$ cat src/rtl/spi_master_core.sv
`default_nettype none
//==============================================================================
// Module      : spi_master_core
// Description : SPI master engine. TX/RX byte FIFOs, programmable prescaler,
//               CPOL/CPHA/bit order, busy flag and level interrupt.
// Revision    : 1.0 - initial release
//==============================================================================
module spi_master_core #(
    parameter int FIFO_DEPTH = 4
) (
    input  logic       clk,
    input  logic       rst,
    input  logic [7:0] wrdata,
    input  logic       wr_txfifo,
    input  logic       rd_rxfifo,
    input  logic       spi_en,
    input  logic       irq_en,
    input  logic [3:0] psc,
    input  logic       cpol,
    input  logic       cpha,
    input  logic       firstbit,
    input  logic       MISO,
    output logic       CS_N,
    output logic       SCK,
    output logic       MOSI,
    output logic [7:0] rddata,
    output logic       tr_flag,
    output logic       irq
);

    localparam int c_AW = (FIFO_DEPTH > 1) ? $clog2(FIFO_DEPTH) : 1;
    localparam logic [c_AW:0] c_DEPTH = (c_AW+1)'(FIFO_DEPTH);

    typedef enum logic [1:0] {
        ST_IDLE  = 2'd0,
        ST_LEAD  = 2'd1,
        ST_SHIFT = 2'd2,
        ST_TRAIL = 2'd3
    } state_t;

    // Select bit number idx of the transmit order from a byte.
    function automatic logic f_bitsel(input logic [7:0] b, input logic [2:0] idx, input logic lsb);
        return lsb ? b[idx] : b[3'd7 - idx];
    endfunction

    // ---------------- FIFO storage and pointers ----------------
    logic [7:0]      r_tx_mem [FIFO_DEPTH];
    logic [c_AW-1:0] r_tx_wp, r_tx_rp;
    logic [c_AW:0]   r_tx_cnt;
    logic [7:0]      r_rx_mem [FIFO_DEPTH];
    logic [c_AW-1:0] r_rx_wp, r_rx_rp;
    logic [c_AW:0]   r_rx_cnt;

    // ---------------- FSM registers ----------------
    state_t     r_state;
    logic [3:0] r_cnt;      // cycles elapsed in the current half-period
    logic [3:0] r_edge;     // SCK toggles already made in this byte
    logic [7:0] r_tx_sh;
    logic [7:0] r_rx;
    logic [3:0] r_psc;
    logic       r_cpol, r_cpha, r_lsb;
    logic       r_cs_n, r_sck, r_mosi;
    logic       r_tr_flag, r_irq;

    // ---------------- Combinational control ----------------
    logic       w_tx_push, w_tx_avail, w_load;
    logic       w_tick, w_last, w_odd, w_sample, w_drive;
    logic [2:0] w_drive_idx, w_rx_pos;
    logic [7:0] w_rx_next, w_tx_head;
    logic       w_rx_push, w_rx_pop, w_rx_wr;

    assign w_tx_head   = r_tx_mem[r_tx_rp];
    assign w_tx_push   = wr_txfifo && (r_tx_cnt != c_DEPTH);
    assign w_tx_avail  = spi_en && (r_tx_cnt != '0);
    assign w_tick      = (r_cnt == r_psc);
    assign w_last      = (r_edge == 4'd15);
    // Edge number k = r_edge+1, so k is odd (leading) when r_edge is even.
    assign w_odd       = ~r_edge[0];
    assign w_sample    = (r_state == ST_SHIFT) && w_tick && (r_cpha ? ~w_odd : w_odd);
    assign w_drive     = (r_state == ST_SHIFT) && w_tick && (r_cpha ? w_odd : (~w_odd && !w_last));
    assign w_drive_idx = r_cpha ? r_edge[3:1] : (r_edge[3:1] + 3'd1);
    assign w_rx_pos    = r_lsb ? r_edge[3:1] : (3'd7 - r_edge[3:1]);
    assign w_rx_push   = (r_state == ST_SHIFT) && w_tick && w_last;
    assign w_load      = w_tx_avail && ((r_state == ST_IDLE) || w_rx_push);
    assign w_rx_pop    = rd_rxfifo && (r_rx_cnt != '0);
    assign w_rx_wr     = w_rx_push && ((r_rx_cnt != c_DEPTH) || w_rx_pop);

    // Received byte including the bit sampled in this cycle (edge 16 for cpha=1).
    always_comb begin
        w_rx_next = r_rx;
        if (w_sample) begin
            w_rx_next[w_rx_pos] = MISO;
        end
    end

    // TX FIFO data array; flushing is done through the pointers.
    always_ff @(posedge clk) begin
        if (w_tx_push) begin
            r_tx_mem[r_tx_wp] <= wrdata;
        end
    end

    // TX FIFO pointers and occupancy.
    always_ff @(posedge clk or posedge rst) begin
        if (rst) begin
            r_tx_wp  <= '0;
            r_tx_rp  <= '0;
            r_tx_cnt <= '0;
        end else begin
            if (w_tx_push) r_tx_wp <= r_tx_wp + 1'b1;
            if (w_load)    r_tx_rp <= r_tx_rp + 1'b1;
            case ({w_tx_push, w_load})
                2'b10:   r_tx_cnt <= r_tx_cnt + 1'b1;
                2'b01:   r_tx_cnt <= r_tx_cnt - 1'b1;
                default: r_tx_cnt <= r_tx_cnt;
            endcase
        end
    end

    // RX FIFO data array.
    always_ff @(posedge clk) begin
        if (w_rx_wr) begin
            r_rx_mem[r_rx_wp] <= w_rx_next;
        end
    end

    // RX FIFO pointers and occupancy.
    always_ff @(posedge clk or posedge rst) begin
        if (rst) begin
            r_rx_wp  <= '0;
            r_rx_rp  <= '0;
            r_rx_cnt <= '0;
        end else begin
            if (w_rx_wr)  r_rx_wp <= r_rx_wp + 1'b1;
            if (w_rx_pop) r_rx_rp <= r_rx_rp + 1'b1;
            case ({w_rx_wr, w_rx_pop})
                2'b10:   r_rx_cnt <= r_rx_cnt + 1'b1;
                2'b01:   r_rx_cnt <= r_rx_cnt - 1'b1;
                default: r_rx_cnt <= r_rx_cnt;
            endcase
        end
    end

    // Transfer FSM: byte load, half-period timing, SCK/MOSI/CS_N generation.
    always_ff @(posedge clk or posedge rst) begin
        if (rst) begin
            r_state <= ST_IDLE;
            r_cnt   <= '0;
            r_edge  <= '0;
            r_tx_sh <= '0;
            r_rx    <= '0;
            r_psc   <= '0;
            r_cpol  <= 1'b0;
            r_cpha  <= 1'b0;
            r_lsb   <= 1'b0;
            r_cs_n  <= 1'b1;
            r_sck   <= 1'b0;
            r_mosi  <= 1'b0;
        end else begin
            case (r_state)
                ST_IDLE: begin
                    r_sck  <= cpol;
                    r_cs_n <= 1'b1;
                    if (w_tx_avail) begin
                        r_tx_sh <= w_tx_head;
                        r_psc   <= psc;
                        r_cpol  <= cpol;
                        r_cpha  <= cpha;
                        r_lsb   <= firstbit;
                        r_cnt   <= '0;
                        r_edge  <= '0;
                        r_rx    <= '0;
                        r_cs_n  <= 1'b0;
                        if (!cpha) r_mosi <= f_bitsel(w_tx_head, 3'd0, firstbit);
                        r_state <= ST_LEAD;
                    end
                end
                ST_LEAD: begin
                    if (w_tick) begin
                        r_cnt   <= '0;
                        r_state <= ST_SHIFT;
                    end else begin
                        r_cnt <= r_cnt + 4'd1;
                    end
                end
                ST_SHIFT: begin
                    r_rx <= w_rx_next;
                    if (w_tick) begin
                        r_cnt  <= '0;
                        r_sck  <= ~r_sck;
                        r_edge <= r_edge + 4'd1;
                        if (w_drive) r_mosi <= f_bitsel(r_tx_sh, w_drive_idx, r_lsb);
                        if (w_last) begin
                            if (w_tx_avail) begin
                                // Back-to-back byte: no LEAD, CS_N stays low.
                                r_tx_sh <= w_tx_head;
                                r_psc   <= psc;
                                r_cpol  <= cpol;
                                r_cpha  <= cpha;
                                r_lsb   <= firstbit;
                                r_edge  <= '0;
                                r_rx    <= '0;
                                if (!cpha) r_mosi <= f_bitsel(w_tx_head, 3'd0, firstbit);
                            end else begin
                                r_state <= ST_TRAIL;
                            end
                        end
                    end else begin
                        r_cnt <= r_cnt + 4'd1;
                    end
                end
                ST_TRAIL: begin
                    if (w_tick) begin
                        r_cnt   <= '0;
                        r_cs_n  <= 1'b1;
                        r_state <= ST_IDLE;
                    end else begin
                        r_cnt <= r_cnt + 4'd1;
                    end
                end
                default: r_state <= ST_IDLE;
            endcase
        end
    end

    // Registered busy flag and level interrupt.
    always_ff @(posedge clk or posedge rst) begin
        if (rst) begin
            r_tr_flag <= 1'b0;
            r_irq     <= 1'b0;
        end else begin
            r_tr_flag <= (r_state != ST_IDLE) || (r_tx_cnt != '0);
            r_irq     <= irq_en && (r_rx_cnt != '0);
        end
    end

    assign CS_N    = r_cs_n;
    assign SCK     = r_sck;
    assign MOSI    = r_mosi;
    assign tr_flag = r_tr_flag;
    assign irq     = r_irq;
    assign rddata  = (r_rx_cnt != '0) ? r_rx_mem[r_rx_rp] : 8'h00;

endmodule
`default_nettype wire

$ cat config.mk
export PLATFORM = sky130hd
export DESIGN_NAME = spi_master_core
export DESIGN_NICKNAME = d
export VERILOG_FILES = /design/src/rtl/spi_master_core.sv
export SDC_FILE = /design/constraint.sdc
export NUM_CORES = 1
export LEC_CHECK = 0
export CORE_ASPECT_RATIO = 0.5
export CORE_MARGIN = 8
export CORE_UTILIZATION = 41
export DETAILED_ROUTE_END_ITERATION = 16
export GPL_TIMING_DRIVEN = 1
export SLEW_MARGIN = 20
export SYNTH_ARGS = -nofsm -noshare
export SYNTH_HDL_FRONTEND = slang
export SYNTH_SLANG_ARGS = --single-unit
$ cat constraint.sdc
create_clock -name clk -period 2.45 [get_ports clk]
set_clock_uncertainty 0.05 [all_clocks]
set_input_delay 0.735 -clock clk [delete_from_list [all_inputs] [get_ports clk]]
set_output_delay 0.735 -clock clk [all_outputs]
set_load 0.01 [all_outputs]
==> results_dict.tcl, run 1 <==
set metrics [dict create \
    layout-drive-gt1-share_pct 29.7 \
    track_usage_pct 12.8 \
    power_density_nw_per_um2 1150 \
    setup_viol 7 \
    gp_congestion 0.779 \
    clkTransAtPathRegs_ns 0.06 \
    cts_tree "yes" \
    rows 30 \
    drt-initial-drc-count 187 \
    synth_common_cells "edfxtp_1, dfrtp_1, nand2_1, nor2_1, inv_1" \
    maxSlewHeadroom_pct 72.7 \
    finalNetCount 548 \
    cts-root-buf "clkbuf_16" \
    tightest_slew_ns 0.410 \
    drc 0 \
    slowest_delay_ns 0.50 \
    cts_sinks 115 \
    clock_path_buffers 2 \
    path_cells "buf_6, mux4_2, and2_1, buf_2" \
    syn-instance-count 418 \
    cts_made_buffers 17 \
    seq_area_frac_synth_pct 57.0 \
    place.port_buffers 34 \
    outcome "finished, violations left" \
    crit_path_top_delay_cell "mux4_2" \
    synth_area_leaders "edfxtp_1, dfrtp_1, mux4_2" \
    fmax_mhz 400 \
    max_cap_viol_count 0 \
    tns_ns -0.229 \
    io_pins 35 \
    worstSetupStartpointType "register" \
    rsz0062_at_grt "true" \
    ant_nets 0 \
    fill_cells 1128 \
    period_minus_slack_ns 2.50 \
    required_ns 1.66 \
    whs_ns 0.437 \
    synth-edff-count 64 \
    holdCritPathClass "register to register" \
    synth-async-reset-ratio_pct 44.3 \
    area_growth_pct 27.5 \
    coreArea_um2 13500 \
    cp_max_fo 5 \
    p_leak_nw 2.85 \
    antenna_found_initial 0 \
    post_drt_wl_per_cell_um 15.6 \
    die_h_um 98.8 \
    synth_area_um2 5620 \
    grt_start_max_net_pins 28 \
    layout.area.seq_um2 3200 \
    violations "negative setup slack" \
    grt_pass1_vias 3590 \
    worstSetupPathType "register to output pin" \
    firstDrtPassIters 4 \
    start_util_pct 41.7 \
    htreeDepth 4 \
    slew_viol_final 0 \
    dieArea_um2 17900 \
    syn_avg_cell_area_um2 13.4 \
    worst_slack_ns -0.0479 \
    finish.utilization_pct 53.1 \
    ir_drop_v 0.000468 \
    grt_overflow 0 \
    ys_ff_latch 115 \
    grt_pass1_wl_mm 18.3 \
    multi_input_area_um2 2290 \
    yosysUniqueCellTypes 59 \
    die_x_um 182 \
    insertedDiodeCount 0 \
    ys.flop_type "edfxtp_1" \
    synth-warning-count 0 \
    synth_nets 460 \
    cp-end-kind "output pin" \
    cp.arrival_ns 1.71 \
    period_share_pct 102 \
    synth_top_cell_by_area "edfxtp_1" \
    vias 3513 \
    clk_latency_ns 0.41 \
    synth_top_area_share_pct 34.2 \
    routed_wl_mm 10.9 \
    finalHoldViolCount 0 \
    via_per_inst 5.05 \
    hpwl_mm 7.52 \
    synth_most_common_cell "edfxtp_1" \
]
## cell families (layout without fill, tap and decap cells)
kind of cell	after synthesis	in the layout	share of synthesized area, %
flops	115	115	57.0
simple gates	104	104	9.56
compound gates	67	67	8.31
mux	53	53	14.3
buf+inv	40	141	3.07
fa+ha+maj	20	20	4.72
xor+xnor	19	19	3.10
## sequential cells by signal, indices dropped and copies added, names as in the netlist, 4 cells and up
name,count
r_rx,8
r_cnt,4
r_tx_mem,32
r_edge,4
r_tx_sh,8
r_psc,4
r_rx_mem,32
## layout make-up
| cell class | instances | area share, % |
|---|---|---|
| timing repair buffer | 85 | 10.6 |
| tap | 176 | 3.08 |
| clock inverter | 13 | 2.24 |
| sequential | 115 | 44.7 |
| multi-input combinational | 263 | 32.0 |
| inverter | 24 | 1.26 |
| clock buffer | 19 | 6.19 |
## routing by layer
layer | vias to the layer above | global-route usage, % | share of wire [%]
met1 | 1730 | 16.7 | 49
met3 | 9 | 3.78 | 3.6
met4 | 0 | 4.51 | 1.3
met5 | - | 0 | 0
li1 | 1729 | - | -
met2 | 45 | 20.0 | 46
## worst max-delay path: cells and delay by family (launching register included)
kind                   cells  cell delay, ns
buffers and inverters      2            0.29
DFF                        1            0.38
muxes                      1            0.50
and+or+nand+nor            1            0.14
## path summary, 6_finish.rpt
kind | start | to | slack [ns] | cells after the start
worst max-delay path | r_rx_rp[0] | rddata[7] | -0.05 | 4
worst min-delay path | r_rx_cnt[2] | r_rx_cnt[2] | 0.44 | 1
worst max register to register | r_cnt[3] | r_rx_mem[2][5] | 0.08 | 7
worst min register to register | r_rx_cnt[2] | r_rx_cnt[2] | 0.44 | 1
max in group asynchronous | rst | r_state[1] | 1.38 | 3
min in group asynchronous | rst | r_cnt[2] | 0.67 | 3
## what timing repair did
| action | in CTS | in global routing |
|---|---|---|
| buffers inserted | 3 | 4 |
| gates cloned | 1 | 0 |
| hold buffers | 0 | 0 |
| setup endpoints to repair | 8 | 51 |
| hold endpoints to repair | 0 | 0 |
| pin swaps | 7 | 8 |
| resized for setup | 35 | 15 |
## metrics by stage
step / cells / instance area (µm²) / power, mW / worst slack (ns)
5_1_grt: 695 / 7160 / 8.78 / -0.117
3_3_place_gp: 657 / 6520 / 5.78 / -0.191
2_1_floorplan: 418 / 5630 / 4.73 / 0.00475
3_5_place_dp: 657 / 6520 / 5.82 / -0.204
4_1_cts: 693 / 7140 / 8.41 / -0.118
6_report: 695 / 7160 / 8.26 / -0.0479
## power breakdown
part           internal [mW]  switching (mW)  total, mW
clock network           1.62           0.881       2.50
registers               2.48           0.399       2.88
logic                   1.52            1.35       2.88
## layout by cell type, fill, tap and decap left out, drive strengths merged, types with 3 or more instances in the layout
master,n
clkinv,6
xor2,10
nor3,6
clkbuf,19
a22o,10
mux4,18
inv,24
nor2b,3
ha,18
a21oi,8
and2,20
nor2,27
bufinv,3
edfxtp,64
clkdlybuf4s50,26
dfrtp,50
clkinvlp,4
nand3,7
o21ai,26
buf,59
nand2,28
mux2,24
mux2i,11
and3,3
xnor2,9
No activity file was read; power rests on OpenSTA's default activity.
==> run 2: changes to the inputs <==
--- a/config.mk
+++ b/config.mk
@@ -12,2 +12,3 @@
 export GPL_TIMING_DRIVEN = 1
+export PLACE_DENSITY = 0.61
 export SLEW_MARGIN = 20
--- a/constraint.sdc
+++ b/constraint.sdc
@@ -4,2 +4,2 @@
 set_output_delay 0.735 -clock clk [all_outputs]
-set_load 0.01 [all_outputs]
+set_load 0.005 [all_outputs]
==> results_dict.tcl, run 2 (synthesis results as in run 1) <==
set metrics [dict create \
    htreeDepth 4 \
    crit_buf_inv 3 \
    start_util_pct 41.7 \
    maxSlewHeadroom_pct 67.0 \
    whs_ns 0.447 \
    place_inst 654 \
    multi_input_area_um2 2330 \
    grt_start_max_net_pins 52 \
    hold_path_depth 1 \
    vias 3522 \
    period_share_pct 103 \
    outcome "finished, violations left" \
    post_drt_wl_per_cell_um 16.1 \
    coreArea_um2 13500 \
    slowest_delay_ns 0.42 \
    grt_pass1_wl_mm 18.9 \
    timing.rr.start "r_cnt[3]" \
    finalNetCount 550 \
    setup_viol 5 \
    max_cap_viol_count 0 \
    worst_slack_ns -0.0851 \
    ir_drop_v 0.000418 \
    layout_common_cells "edfxtp_1, dfrtp_1, buf_4, nand2_1" \
    hpwl_mm 7.44 \
    path_cells "buf_12, buf_4, mux4_2, and2_4, buf_6" \
    power_density_nw_per_um2 1150 \
    place.port_buffers 34 \
    dp_slack_ns -0.220 \
    p_leak_nw 2.89 \
    grt_overflow 0 \
    slew_viol_final 0 \
    tightest_slew_ns 0.493 \
    cts_made_buffers 17 \
    io_pins 35 \
    violations "negative setup slack" \
    clkTransAtPathRegs_ns 0.05 \
    grt_pass1_vias 3640 \
    dieArea_um2 17900 \
    fmax_mhz 394 \
    gp_congestion 0.780 \
    path_delay_family "flip-flops" \
    finalHoldViolCount 0 \
    cts-root-buf "clkbuf_16" \
    r2r_end "r_tx_cnt[2]" \
    final_common_cell "edfxtp_1" \
    worstSetupPathType "register to output pin" \
    drc 0 \
    layout.area.seq_um2 3200 \
    via_per_inst 5.05 \
    rows 30 \
    insertedDiodeCount 0 \
    area_growth_pct 29.2 \
    cp-startpoint "r_rx_rp[0]" \
    crit_path_top_delay_cell "dfrtp_2" \
    clock_path_buffers 2 \
    required_ns 1.66 \
    cp.arrival_ns 1.75 \
    cp_max_fo 5 \
    cts_tree "yes" \
    reg2reg_depth 11 \
    routed_wl_mm 11.2 \
    die_h_um 98.8 \
    hold_buffers 0 \
    drt-initial-drc-count 205 \
    die_x_um 182 \
    holdPathEnd "r_rx[0]" \
    reg_top3 "r_rx_mem: 32 flops, r_tx_mem: 32 flops" \
    reg2reg_slack_ns 0.05 \
    clk_latency_ns 0.41 \
    cp-end-kind "output pin" \
    holdCritPathClass "register to register" \
    worstSetupStartpointType "register" \
    fill_cells 1136 \
    cts_sinks 115 \
    layout.cells.non_filler 697 \
    p_total_mw 8.35 \
    period_minus_slack_ns 2.54 \
    antenna_found_initial 0 \
    firstDrtPassIters 4 \
    track_usage_pct 13.3 \
    layout-drive-gt1-share_pct 30.9 \
    hp-start "r_rx[0]" \
    rsz0062_at_grt "true" \
    ant_nets 0 \
]
## run 2: changes by cell type in the layout (fill, tap and decap cells not counted), sizes merged
cell and delta:
buf +2, bufinv -1, clkbuf -1, clkinv +1, clkinvlp -1, inv +2
## run 2: per-layer routing
layer	wire (µm)	global-route usage (%)	vias up
met3	396	3.89	11
met5	0	0	-
met1	5570	17.6	1733
met4	121	4.26	0
li1	-	-	1723
met2	5140	20.6	55
## run 2: through the flow
step / area (µm²) / TNS [ns] / util, %
6_report: 7260 / -0.312 / 53.9
5_1_grt: 7260 / -0.790 / 53.9
4_1_cts: 7160 / -0.869 / 53.1
3_5_place_dp: 6520 / -0.936 / 48.4
3_3_place_gp: 6520 / -0.795 / 48.4
2_1_floorplan: 5630 / 0 / -
## run 2: area by class of cell
| cell class | instances | share of cell area, % |
|---|---|---|
| well taps | 176 | 3.03 |
| repair buffers | 87 | 11.5 |
| multi-input cells | 263 | 32.1 |
| clock inverters | 14 | 2.17 |
| flip-flops and latches | 115 | 44.1 |
| inverters | 24 | 1.24 |
| clock buffers | 18 | 5.91 |
## run 2: how the worst max path moves through the flow
stage                  endpoint  slack, ns  cells after the start
floorplan           r_rx_cnt[2]      0.005                     12
global placement    r_rx_cnt[2]      -0.19                     10
detailed placement  r_rx_cnt[2]      -0.22                     10
CTS                   rddata[1]      -0.13                      5
global route          rddata[4]      -0.14                      5
finish                rddata[4]      -0.09                      5
## run 2: worst reg2reg max path, cell delays in order (launching register included)
cell and delay, ns:
dfrtp_1 0.39, xor2_1 0.18, nor4_2 0.27, buf_4 0.17, nand3_4 0.11, a21oi_4 0.21, ha_4 0.17, inv_2 0.03
fa_2 0.32, xor2_1 0.15, nor2_1 0.12, xor2_1 0.15
## run 2: report_power, final
part           total [mW]  leakage, nW  internal [mW]  switching, mW
Clock                2.45        0.277           1.51          0.940
Combinational        3.00         1.37           1.65           1.35
Sequential           2.90         1.24           2.48          0.420
Total                8.35         2.89           5.64           2.71
## run 2: repair_timing
action,CTS,global route
setup buffers,5,6
pin swaps,1,17
cloned,1,0
gates resized for setup,40,21
endpoints found under the setup margin,9,47
